## src/rtl/sc_coin_pkg.sv

```systemverilog
// ---------------------------------------------------------------------------
// sc_coin_pkg
// Shared definitions for the coin control stage: FSM state encoding,
// cooldown counter width and a helper that clamps the cooldown reload value
// into the counter's usable 1..255 range.
// ---------------------------------------------------------------------------
package sc_coin_pkg;

    localparam int CD_WIDTH = 8;

    typedef enum logic [2:0] {
        ST_IDLE     = 3'd0,
        ST_SPAWN    = 3'd1,
        ST_ARMED    = 3'd2,
        ST_COLLECT  = 3'd3,
        ST_COOLDOWN = 3'd4
    } coin_state_e;

    // A zero reload would never expire through a tick, so clamp to 1..255.
    function automatic logic [CD_WIDTH-1:0] cd_load_value(input int ticks);
        if (ticks < 1)
            return CD_WIDTH'(1);
        else if (ticks > 255)
            return CD_WIDTH'(255);
        else
            return ticks[CD_WIDTH-1:0];
    endfunction

endpackage

```

## src/rtl/sc_coin_cooldown.sv

```systemverilog
// ---------------------------------------------------------------------------
// sc_coin_cooldown
// Loadable down-counter that times the gap between a pickup and the next
// coin spawn, counted in game ticks.
//
// Ports:
//   clk_i       system clock
//   rst_i       asynchronous active-high reset
//   load_i      load load_val_i into the counter (wins over tick_i)
//   load_val_i  reload value
//   tick_i      decrement enable (already qualified by the caller)
//   zero_o      registered flag, counter currently holds zero
//   expire_o    this tick takes the counter from 1 to 0
// ---------------------------------------------------------------------------
module sc_coin_cooldown
    import sc_coin_pkg::*;
(
    input  logic                clk_i,
    input  logic                rst_i,
    input  logic                load_i,
    input  logic [CD_WIDTH-1:0] load_val_i,
    input  logic                tick_i,
    output logic                zero_o,
    output logic                expire_o
);

    logic [CD_WIDTH-1:0] cnt_q, cnt_d;
    logic                zero_q;

    always_comb begin
        cnt_d = cnt_q;
        if (load_i)
            cnt_d = load_val_i;
        else if (tick_i && (cnt_q != '0))
            cnt_d = cnt_q - 1'b1;
    end

    always_ff @(posedge clk_i or posedge rst_i) begin
        if (rst_i) begin
            cnt_q  <= '0;
            zero_q <= 1'b1;
        end else begin
            cnt_q  <= cnt_d;
            zero_q <= (cnt_d == '0);
        end
    end

    // Expiry is seen on the same edge as the final tick so the spawn strobe
    // follows that tick by exactly one cycle.
    assign expire_o = tick_i && !load_i && (cnt_q == CD_WIDTH'(1));
    assign zero_o   = zero_q;

endmodule

```

## src/rtl/sc_coin_ctrl.sv

```systemverilog
// ---------------------------------------------------------------------------
// sc_coin_ctrl
// Control stage in front of the coin-type register. Spawns a coin (active-low
// clear strobe), detects the frog landing on a present coin, takes it
// (active-low load strobe, collected pulse), then waits a tick-based cooldown
// before spawning again. An optional saturating pickup score is kept.
//
// Build option: define SC_COINCTRL_SCORE_EN to compile in the score counter;
// otherwise SC_CoinCtrl_score_Out is tied to zero.
//
// Ports:
//   SC_RegCOINTYPE_CLOCK_50        system clock
//   SC_RegCOINTYPE_RESET_InHigh    asynchronous active-high reset
//   SC_CoinCtrl_start_InHigh       start pulse (honoured only in IDLE)
//   SC_CoinCtrl_stop_InHigh        level, forces IDLE, highest priority
//   SC_CoinCtrl_tick_InHigh        game-tick strobe for the cooldown
//   SC_CoinCtrl_frogX/frogY        frog grid position
//   SC_CoinCtrl_coinX/coinY        coin grid position
//   SC_CoinCtrl_coinPresent_In     coin-type register output, 1 = coin present
//   SC_CoinCtrl_clear_OutLow       spawn strobe to register clear
//   SC_CoinCtrl_load_OutLow        take strobe to register load
//   SC_CoinCtrl_collected_OutHigh  one-cycle pickup pulse
//   SC_CoinCtrl_score_Out          pickup count
// ---------------------------------------------------------------------------
module sc_coin_ctrl
    import sc_coin_pkg::*;
#(
    parameter int POS_WIDTH      = 4,
    parameter int COOLDOWN_TICKS = 8,
    parameter int SCORE_WIDTH    = 8
) (
    input  logic                   SC_RegCOINTYPE_CLOCK_50,
    input  logic                   SC_RegCOINTYPE_RESET_InHigh,
    input  logic                   SC_CoinCtrl_start_InHigh,
    input  logic                   SC_CoinCtrl_stop_InHigh,
    input  logic                   SC_CoinCtrl_tick_InHigh,
    input  logic [POS_WIDTH-1:0]   SC_CoinCtrl_frogX,
    input  logic [POS_WIDTH-1:0]   SC_CoinCtrl_frogY,
    input  logic [POS_WIDTH-1:0]   SC_CoinCtrl_coinX,
    input  logic [POS_WIDTH-1:0]   SC_CoinCtrl_coinY,
    input  logic                   SC_CoinCtrl_coinPresent_In,
    output logic                   SC_CoinCtrl_clear_OutLow,
    output logic                   SC_CoinCtrl_load_OutLow,
    output logic                   SC_CoinCtrl_collected_OutHigh,
    output logic [SCORE_WIDTH-1:0] SC_CoinCtrl_score_Out
);

    localparam logic [CD_WIDTH-1:0] CD_LOAD = cd_load_value(COOLDOWN_TICKS);

    coin_state_e state_q;
    logic        clear_n_q;
    logic        load_n_q;
    logic        collected_q;
    logic        match;
    logic        stop;
    logic        cd_zero;
    logic        cd_expire;

    assign stop  = SC_CoinCtrl_stop_InHigh;
    assign match = SC_CoinCtrl_coinPresent_In
                && (SC_CoinCtrl_frogX == SC_CoinCtrl_coinX)
                && (SC_CoinCtrl_frogY == SC_CoinCtrl_coinY);

    // Counter reloads on the COLLECT exit edge and only counts while cooling
    // down; stop freezes it.
    sc_coin_cooldown u_cooldown (
        .clk_i      (SC_RegCOINTYPE_CLOCK_50),
        .rst_i      (SC_RegCOINTYPE_RESET_InHigh),
        .load_i     ((state_q == ST_COLLECT) && !stop),
        .load_val_i (CD_LOAD),
        .tick_i     ((state_q == ST_COOLDOWN) && SC_CoinCtrl_tick_InHigh && !stop),
        .zero_o     (cd_zero),
        .expire_o   (cd_expire)
    );

    // Strobes are flopped alongside the state: every strobe-bearing state
    // lasts one cycle, so they default inactive and are set only on entry.
    always_ff @(posedge SC_RegCOINTYPE_CLOCK_50 or posedge SC_RegCOINTYPE_RESET_InHigh) begin
        if (SC_RegCOINTYPE_RESET_InHigh) begin
            state_q     <= ST_IDLE;
            clear_n_q   <= 1'b1;
            load_n_q    <= 1'b1;
            collected_q <= 1'b0;
        end else begin
            clear_n_q   <= 1'b1;
            load_n_q    <= 1'b1;
            collected_q <= 1'b0;
            if (stop) begin
                state_q <= ST_IDLE;
            end else begin
                case (state_q)
                    ST_IDLE: begin
                        if (SC_CoinCtrl_start_InHigh) begin
                            state_q   <= ST_SPAWN;
                            clear_n_q <= 1'b0;
                        end
                    end
                    ST_SPAWN: state_q <= ST_ARMED;
                    ST_ARMED: begin
                        if (match) begin
                            state_q     <= ST_COLLECT;
                            load_n_q    <= 1'b0;
                            collected_q <= 1'b1;
                        end
                    end
                    ST_COLLECT: state_q <= ST_COOLDOWN;
                    ST_COOLDOWN: begin
                        // cd_zero only backs up expiry if the count is ever
                        // found empty while cooling down.
                        if (cd_expire || cd_zero) begin
                            state_q   <= ST_SPAWN;
                            clear_n_q <= 1'b0;
                        end
                    end
                    default: state_q <= ST_IDLE;
                endcase
            end
        end
    end

    assign SC_CoinCtrl_clear_OutLow      = clear_n_q;
    assign SC_CoinCtrl_load_OutLow       = load_n_q;
    assign SC_CoinCtrl_collected_OutHigh = collected_q;

`ifdef SC_COINCTRL_SCORE_EN
    logic [SCORE_WIDTH-1:0] score_q, score_d;

    always_comb begin
        score_d = score_q;
        if ((state_q == ST_COLLECT) && !stop && (score_q != '1))
            score_d = score_q + 1'b1;
    end

    always_ff @(posedge SC_RegCOINTYPE_CLOCK_50 or posedge SC_RegCOINTYPE_RESET_InHigh) begin
        if (SC_RegCOINTYPE_RESET_InHigh)
            score_q <= '0;
        else
            score_q <= score_d;
    end

    assign SC_CoinCtrl_score_Out = score_q;
`else
    assign SC_CoinCtrl_score_Out = '0;
`endif

endmodule

```

## config.mk

```make
export PLATFORM = sky130hd
export DESIGN_NAME = sc_coin_ctrl
export DESIGN_NICKNAME = d
export VERILOG_FILES = /design/src/rtl/sc_coin_pkg.sv /design/src/rtl/sc_coin_cooldown.sv /design/src/rtl/sc_coin_ctrl.sv
export SDC_FILE = /design/constraint.sdc
export NUM_CORES = 1
export LEC_CHECK = 0
export ABC_CLOCK_PERIOD_IN_PS = 2900
export CORE_MARGIN = 2
export CORE_UTILIZATION = 48
export CTS_CLUSTER_SIZE = 25
export DETAILED_ROUTE_END_ITERATION = 16
export GPL_TIMING_DRIVEN = 0
export PLACE_DENSITY = 0.85
export SLEW_MARGIN = 20
export SYNTH_ARGS = -nofsm -noshare
export SYNTH_HDL_FRONTEND = slang
export SYNTH_SLANG_ARGS = --single-unit
```

## constraint.sdc

```tcl
create_clock -name SC_RegCOINTYPE_CLOCK_50 -period 2.9 [get_ports SC_RegCOINTYPE_CLOCK_50]
set_input_delay 0.58 -clock SC_RegCOINTYPE_CLOCK_50 [delete_from_list [all_inputs] [get_ports SC_RegCOINTYPE_CLOCK_50]]
set_output_delay 0.58 -clock SC_RegCOINTYPE_CLOCK_50 [all_outputs]
set_load 0.05 [all_outputs]
```

## Word level (Yosys, flattened, before mapping)

Cells that the tools add are included.

- Flip-flop bits (word level): 15
- Output and inout bits: 11
- Logic and storage cells: 49

- Add/sub/neg operators: 1
- Reductions and logical operators: 15
- Mux-type cells: 17
- Equality and inequality tests: 10

Operators with widths:

| cell | number |
|---|---|
| $mux W8 | 2 |
| $pmux W3 S5 | 1 |
| $mux W3 | 4 |
| $mux W1 | 9 |
| $eq A4 B4 Y1 | 2 |
| $eq A8 B1 Y1 const B | 1 |
| $logic_and A1 B1 Y1 | 8 |
| $logic_not A8 Y1 | 1 |
| $reduce_bool A8 Y1 | 1 |
| $sub A8 B1 Y8 const B | 1 |
| $eq A3 B2 Y1 const B | 2 |
| $ne A3 B3 Y1 const B | 2 |
| $eq A3 B1 Y1 const B | 1 |
| $eq A3 B3 Y1 const B | 1 |
| $logic_not A3 Y1 | 1 |
| $ne A3 B2 Y1 const B | 1 |
| $reduce_and A3 Y1 | 1 |
| $logic_not A1 Y1 | 2 |
| $pmux W1 S2 | 1 |
| $logic_or A1 B1 Y1 | 1 |

## Depth between registers and ports, before layout

Gate-level depths: netlist of the first run.

- Depth after elaboration: 9
- Depth in mapped cells: 7

## Hierarchy

From an unflattened synthesis of the first run, not the netlist that was laid out.

- Cell total of the unflattened synthesis: 114
- Area, all modules: 1,054.8 um2

By module, submodules not included:

| module | times used | area an instance (um2) | cells each |
|---|---|---|---|
| sc_coin_cooldown | 1 | 645.6 | 71 |
| sc_coin_ctrl | 1 | 409.1 | 43 |

## Worst setup path after synthesis of the first run

No wires, ideal clock.

- Kind: input-to-reg
- Start: input port SC_CoinCtrl_stop_InHigh
- End: register u_cooldown.zero_q (netlist: u_cooldown.zero_o)
- Path buffers: 0
- Slack: 0.786 ns
- Stages: 5
- Data arrival time: 2.009 ns
- Cells stage by stage: and4bb_2 > nand2_2 > or4b_4 > mux2_4 > a2111oi_2

- Word-level cells in the longest chain between the ends: 6

RTL lines:

| what | RTL line | text |
|---|---|---|
| start: declaration | sc_coin_ctrl.sv:35 | `input logic SC_CoinCtrl_stop_InHigh,` |
| $logic_not A1 Y1 (*) | sc_coin_ctrl.sv:69, sc_coin_ctrl.sv:71 |  |
| $logic_and A1 B1 Y1 | sc_coin_ctrl.sv:71 | `.tick_i ((state_q == ST_COOLDOWN) && SC_CoinCtrl_tick_InHigh && !stop),` |
| $logic_and A1 B1 Y1 | sc_coin_cooldown.sv:34 | `else if (tick_i && (cnt_q != '0))` |
| $mux W8 | sc_coin_cooldown.sv:34 |  |
| $mux W8 (*) | sc_coin_cooldown.sv:32 | `if (load_i)` |
| $logic_not A8 Y1 (*) | sc_coin_cooldown.sv:44 | `zero_q <= (cnt_d == '0);` |
| end signal: assignment | sc_coin_cooldown.sv:44 |  |
| end: declaration | sc_coin_cooldown.sv:28 | `logic zero_q;` |

Every way passes the cells marked *; elsewhere a longest branch is shown, timed or not.
A chain may end at the register's enable or synchronous reset.

## Worst setup path in the final report of the first run

Ends and elaborated chain as after synthesis.

==> results.py, run 1 <==
metrics = {
    "status": {
        "status": "complete, no violations",
    },
    "routing": {
        "drcViolationCount": 0,
        "drtIter0Drc": 9,
        "wl_per_cell_um": 12.70,
        "dr.pass1.iters": 4,
        "antenna_left": 0,
        "routed_wl_mm": 2.134,
        "dr_total_vias": 866,
        "via_per_inst": 5.155,
    },
    "die": {
        "die_y_um": 49.92,
        "fp-row-count": 16,
        "die_area_sq_mm": 0.002492,
        "fp.coreArea_sq_mm": 0.001982,
        "initial_core_util": 0.5107,
        "die_w_um": 49.92,
        "ios": 33,
    },
    "clocking": {
        "path_clk_slew_ps": 90,
        "cts-root-buf": "clkbuf_4",
        "cts.sinks": 15,
        "cts_setup_buffers": 0,
        "cts_resized": 0,
        "clk-insertion-delay-late_ps": 300,
        "htreeDepth": 1,
        "hold_buffers": 0,
        "cts-buffers-inserted": 3,
        "clock_path_buffers": 2,
        "cts_tree": "yes",
    },
    "worst_setup_path": {
        "critPathBufInv": 1,
        "critPathMaxFanout": 6,
        "max_stage_delay_ps": 530,
        "arrival_ps": 2630,
        "crit_family": "simple AND/OR/NAND/NOR gates",
        "cp.required_ps": 3100,
        "crit_path_start_kind": "input pin",
        "worstSetupPathType": "input pin to flop",
        "crit_chain": "clkdlybuf4s50_1, and4bb_2, nand2_2, or4b_4, mux2_4, a2111oi_2",
        "cp-end-kind": "flop",
        "cp_slowest_cell": "or4b_4",
    },
    "power": {
        "swShare": 0.3528,
        "leakage_nw": 0.5847,
        "vdd_ir_drop_max_v": 0.0003214,
        "p_clk_frac": 0.200,
        "power_frac_comb": 0.368,
        "power.total_uw": 621.3,
        "p_per_area_mw_per_mm2": 464.0,
        "intPower_uw": 402.1,
        "p_sw_uw": 219.2,
        "seqPwrFrac": 0.432,
    },
    "finish": {
        "diodes": 0,
        "seq_area_sq_um": 379.1,
        "area_growth_pct": 32.26,
        "stdcell_area_sq_mm": 0.001339,
        "drive_gt1_frac": 0.1560,
        "fill_cells": 172,
        "nNetsFinal": 167,
        "multi_input_area_sq_um": 580.6,
    },
    "logic_synthesis": {
        "async_flop_share": 1.000,
        "synth_cell_types": 40,
        "synth-edff-count": 0,
        "ys_warn_count": 0,
        "synth_ff_type": "dfrtp_1",
        "avgSynthCellArea_sq_um": 9.549,
        "ys_ff_latch": 15,
        "synth-seq-area-share": 0.3745,
        "syn-instance-count": 106,
        "syn_area_sq_mm": 0.001012,
    },
    "grt": {
        "globalRouteTotalUtil": 0.1885,
        "grt_max_degree": 16,
        "grt_pass1_vias": 829,
        "grt_pass1_wl_mm": 3.505,
        "antenna_found_initial": 0,
        "grt.overflow.total": 0,
    },
    "place": {
        "dp_hpwl_mm": 1.721,
        "gp_congestion": 0.8457,
        "port_buffers": 24,
        "dpl_cell_area_sq_mm": 0.001313,
    },
    "job": {
        "drv_cap": 0,
    },
    "timing": {
        "period_share": 0.8359,
        "hold_violations": 0,
        "tns_ps": 0,
        "final-setup-viol-count": 0,
        "min_period_ps": 2424,
        "max_freq_ghz": 0.4125,
        "fin_worst_skew_ps": 3.414,
        "worstMarginPinSlew_ps": 564.1,
        "drv_slew": 0,
        "relSlewSlack": 0.6235,
        "rsz0062_at_grt": "no",
    },
    "worst_hold_path": {
        "hp-class": "flop to flop",
    },
}
[worst reg2reg max path: stages, from the launching register on]
cell       delay [ps]
dfrtp_1           480
inv_1             120
ha_1              190
nor3b_1           380
a21oi_1           180
a311oi_1          310
o22ai_1           150
a2111oi_2         370
[through the flow]
| stage | utilization | hold WS (ps) | instances | setup WS (ps) |
|---|---|---|---|---|
| 5_1_grt | 0.6755 | 588.5 | 168 | 330.3 |
| 6_report | 0.6755 | 539.3 | 168 | 476.0 |
| 3_5_place_dp | 0.6622 | 527.0 | 164 | 176.9 |
| 2_1_floorplan | - | 477.2 | 113 | 785.8 |
| 3_3_place_gp | 0.6622 | 514.7 | 164 | 181.6 |
| 4_1_cts | 0.6755 | 543.0 | 168 | 485.2 |
[power groups by stage]
stage,Clock (mW),Sequential (mW),Combinational (mW)
after floorplan,0,0.269,0.163
after global placement,0,0.270,0.227
after detailed placement,0,0.271,0.227
after CTS,0.129,0.267,0.229
after global routing,0.138,0.271,0.252
final,0.124,0.268,0.229
[cell families (layout without fill, tap and decap cells)]
group	count (synthesis)	count (layout)	share of synthesized area
AOI/OAI and AO/OA	12	12	0.09024
xor gates and xnor gates	12	12	0.1038
adders and majority gates	3	3	0.03709
buffers and inverters	13	41	0.07787
DFF	15	15	0.3745
muxes	2	2	0.02472
other	1	8	0.003705
and+or+nand+nor	48	48	0.2880
[per-layer routing]
metal	share of wire	GRT usage	routed length [um]	vias up
met5	0	0	0	-
met1	0.41	0.2088	878	391
met4	0.022	0.08333	48	0
met3	0.10	0.05758	217	5
li1	-	-	-	428
met2	0.46	0.3289	991	42
[area by class of cell]
type	instances	share of cell area
inverter	4	0.01121
buffer	9	0.04766
clock buffer	4	0.01963
tap	27	0.02523
timing repair buffer	24	0.1794
multi-input combinational	85	0.4336
sequential	15	0.2832
[synthesized netlist by cell type, types with 2 or more instances]
library cell  count  share of area
and2_1            2          0.012
nor2_1           13          0.048
nor3_1            3          0.015
buf_4             8          0.059
nor2b_1           2          0.012
xnor2_1          10          0.087
ha_1              3          0.037
inv_1             4          0.015
nand3_1           4          0.020
nand2_1           4          0.015
dfstp_2           3          0.078
nand3b_1          2          0.015
a21oi_1           3          0.015
nand4_1           4          0.025
xor2_1            2          0.017
nor4_1            2          0.012
a211oi_1          3          0.022
dfrtp_1          12           0.30
[placed cells by master, fill, tap and decap left out, drive strengths merged, types with 2 or more instances in the layout]
| cell type | netlist | routed |
|---|---|---|
| and2 | 2 | 2 |
| xnor2 | 10 | 10 |
| nor4 | 3 | 3 |
| nand3 | 4 | 4 |
| ha | 3 | 3 |
| clkdlybuf4s50 | 0 | 24 |
| nand4 | 4 | 4 |
| conb | 1 | 8 |
| inv | 4 | 4 |
| nor2b | 2 | 2 |
| dfstp | 3 | 3 |
| a21oi | 3 | 3 |
| a211oi | 3 | 3 |
| nand3b | 2 | 2 |
| nor2 | 13 | 13 |
| nand2 | 5 | 5 |
| clkbuf | 1 | 5 |
| buf | 8 | 8 |
| nor3 | 3 | 3 |
| dfrtp | 12 | 12 |
| xor2 | 2 | 2 |
[state kept, by name, indices dropped and copies added (netlist names)]
name                           flops
u_cooldown.zero_o                  1
SC_CoinCtrl_clear_OutLow           1
SC_CoinCtrl_load_OutLow            1
state_q                            3
SC_CoinCtrl_collected_OutHigh      1
u_cooldown.cnt_q                   8
[worst paths after layout]
path / slack, ps / cells past startpoint / startpoint / to
hold reg to reg: 540 / 1 / state_q[2]$_DFFE_PP0P_ / state_q[1]$_DFFE_PP0P_
setup / recovery: 480 / 6 / SC_CoinCtrl_stop_InHigh / u_cooldown.zero_o$_DFF_PP1_
max in group asynchronous: 1900 / 2 / SC_RegCOINTYPE_RESET_InHigh / state_q[2]$_DFFE_PP0P_
min in group asynchronous: 620 / 2 / SC_RegCOINTYPE_RESET_InHigh / SC_CoinCtrl_collected_OutHigh$_DFF_PP0_
hold / removal: 540 / 1 / state_q[2]$_DFFE_PP0P_ / state_q[1]$_DFFE_PP0P_
setup reg to reg: 620 / 7 / u_cooldown.cnt_q[0]$_DFF_PP0_ / u_cooldown.zero_o$_DFF_PP1_
(Power assumes the default switching activity.)
==> run 2: changes to the inputs <==
- ABC_CLOCK_PERIOD_IN_PS: 2900 -> 2000
- CORE_UTILIZATION: 48 -> 41
- PLACE_DENSITY: 0.85 -> 0.77
- clock period: 2.9 -> 2 ns (I/O delays scaled with it)
==> run 2 against run 1 <==
Net effect: the run now ends with negative setup slack left; power increased by 64%; sequential share of layout area decreased by 2.1 points; combinational power increased by 94%; cell count increased by 4.2%.
==> results.py, run 2 (synthesis gave the netlist of run 1 again) <==
metrics = {
    "status": {
        "status": "finished, violations left",
        "violations": "negative setup slack",
    },
    "finish": {
        "seq_area_sq_um": 382.9,
        "largest_register_ffs": 8,
        "stdcell_area_sq_mm": 0.001459,
        "top_regs": "u_cooldown.cnt_q: 8 flops, state_q: 3 flops",
        "drive_gt1_frac": 0.2966,
        "fill_cells": 208,
        "area_growth_pct": 44.13,
        "final_common_cell": "clkdlybuf4s50_1",
        "top_register": "u_cooldown.cnt_q",
        "diodes": 0,
        "multi_input_area_sq_um": 664.4,
        "nNetsFinal": 171,
        "final_cell_mix": "20 x clkdlybuf4s50_1, 13 x buf_4, 12 x nor2_1, 10 x xnor2_1, 9 x dfrtp_1",
        "stdcell_count": 175,
    },
    "worst_hold_path": {
        "hp-class": "input pin to asynchronous set/reset pin",
    },
    "die": {
        "fp.coreArea_sq_mm": 0.002410,
        "initial_core_util": 0.4200,
        "die_y_um": 53.69,
        "die_w_um": 53.69,
        "fp-row-count": 18,
        "ios": 33,
        "die_area_sq_mm": 0.002882,
    },
    "worst_setup_path": {
        "arrival_ps": 2240,
        "crit_path_start_kind": "flop",
        "cp.required_ps": 2210,
        "cp-end-kind": "flop",
        "worstSetupPathType": "flop to flop",
        "critPathMaxFanout": 3,
    },
    "grt": {
        "grt_pass1_vias": 870,
        "antenna_found_initial": 0,
        "grt_pass1_wl_mm": 3.588,
        "globalRouteTotalUtil": 0.1763,
        "grt_max_degree": 16,
        "grt.overflow.total": 0,
    },
    "power": {
        "p_per_area_mw_per_mm2": 699.4,
        "leakage_nw": 0.6192,
        "power.total_mw": 1.020,
        "swShare": 0.3673,
        "vdd_ir_drop_max_v": 0.0004654,
        "intPower_uw": 645.5,
        "power_frac_comb": 0.435,
        "seqPwrFrac": 0.388,
        "p_sw_uw": 374.8,
        "p_clk_frac": 0.177,
    },
    "clocking": {
        "cts-buffers-inserted": 3,
        "hold_buffers": 0,
        "cts-root-buf": "clkbuf_4",
        "htreeDepth": 1,
        "clk-insertion-delay-late_ps": 300,
        "clock_path_buffers": 2,
        "cts.sinks": 15,
        "cts_tree": "yes",
        "path_clk_slew_ps": 90,
    },
    "place": {
        "dp_hpwl_mm": 1.694,
        "gp_congestion": 0.9311,
        "dp_cells": 167,
        "port_buffers": 24,
        "dpl_cell_area_sq_mm": 0.001316,
    },
    "timing": {
        "fin_worst_skew_ps": 8.574,
        "fin_ws_ps": -33.66,
        "max_freq_ghz": 0.4917,
        "rsz0062_at_grt": "yes",
        "whs_ps": 437.3,
        "period_share": 1.017,
        "worstMarginPinSlew_ps": 565.1,
        "relSlewSlack": 0.6219,
        "hold_violations": 0,
        "final-setup-viol-count": 2,
        "min_period_ps": 2034,
        "drv_slew": 0,
    },
    "routing": {
        "antenna_left": 0,
        "routed_wl_mm": 2.572,
        "drtIter0Drc": 24,
        "via_per_inst": 5.371,
        "wl_per_cell_um": 14.70,
        "dr.pass1.iters": 4,
        "dr_total_vias": 940,
        "drcViolationCount": 0,
    },
    "job": {
        "drv_cap": 0,
    },
}
==> run 2: cell count changes in the layout (fill, tap and decap cells not counted), sizes merged <==
cell / previous run / this run
dlygate4sd2: 0 / 4
clkdlybuf4s50: 24 / 20
clkbuf: 5 / 4
buf: 8 / 13
==> run 2: final cells by class <==
type / instances / share of cell area
Multi-Input combinational cell: 85 / 0.4554
Sequential cell: 15 / 0.2624
Timing Repair Buffer: 29 / 0.1870
Buffer: 8 / 0.04117
Tap cell: 30 / 0.02573
Clock buffer: 4 / 0.01801
Inverter: 4 / 0.01029
==> run 2: repair_timing <==
item | in CTS | in global routing
pin swaps | 5 | 1
setup endpoints to repair | 6 | 4
setup buffers | 5 | 0
gates resized for setup | 14 | 10
==> run 2: worst paths after layout <==
path,from,to,slack (ps),cells after the start
max,u_cooldown.cnt_q[1]$_DFF_PP0_,u_cooldown.zero_o$_DFF_PP1_,-30,5
min,SC_RegCOINTYPE_RESET_InHigh,state_q[2]$_DFFE_PP0P_,440,2
max reg2reg,u_cooldown.cnt_q[1]$_DFF_PP0_,u_cooldown.zero_o$_DFF_PP1_,-30,5
min reg2reg,state_q[2]$_DFFE_PP0P_,state_q[1]$_DFFE_PP0P_,550,1
max in group asynchronous,SC_RegCOINTYPE_RESET_InHigh,state_q[0]$_DFFE_PP0P_,1160,2
min in group SC_RegCOINTYPE_CLOCK_50,SC_CoinCtrl_stop_InHigh,state_q[2]$_DFFE_PP0P_,520,2
==> run 2: per-stage QoR <==
step | TNS [ps] | setup WS (ps) | utilization
2_1_floorplan | 0 | 5.652 | -
3_3_place_gp | -2215 | -544.4 | 0.5462
4_1_cts | -45.85 | -29.16 | 0.5852
5_1_grt | -170.8 | -105.4 | 0.6054
6_report | -61.66 | -33.66 | 0.6054
3_5_place_dp | -2463 | -553.6 | 0.5462
==> run 2: critical path, cell delays in order, from the launching register on <==
cell,delay [ps]
dfrtp_1,440
nor4_4,360
nand2_2,90
or4b_4,550
mux2_4,330
a2111oi_4,180
==> run 2: power by group through the flow <==
stage	Sequential [mW]	Combinational, mW	Clock, mW
after floorplan	0.390	0.237	0
after global placement	0.391	0.323	0
after detailed placement	0.393	0.332	0
after CTS	0.384	0.392	0.181
after global routing	0.401	0.472	0.199
final	0.396	0.444	0.180
==> run 2: layer usage <==
layer,vias up,part of all wire,track usage,routed length (um)
met1,440,0.37,0.1798,959
met5,-,0,0,0
met3,10,0.11,0.04167,274
met2,51,0.49,0.3191,1256
met4,0,0.031,0.1111,81
li1,439,-,-,-
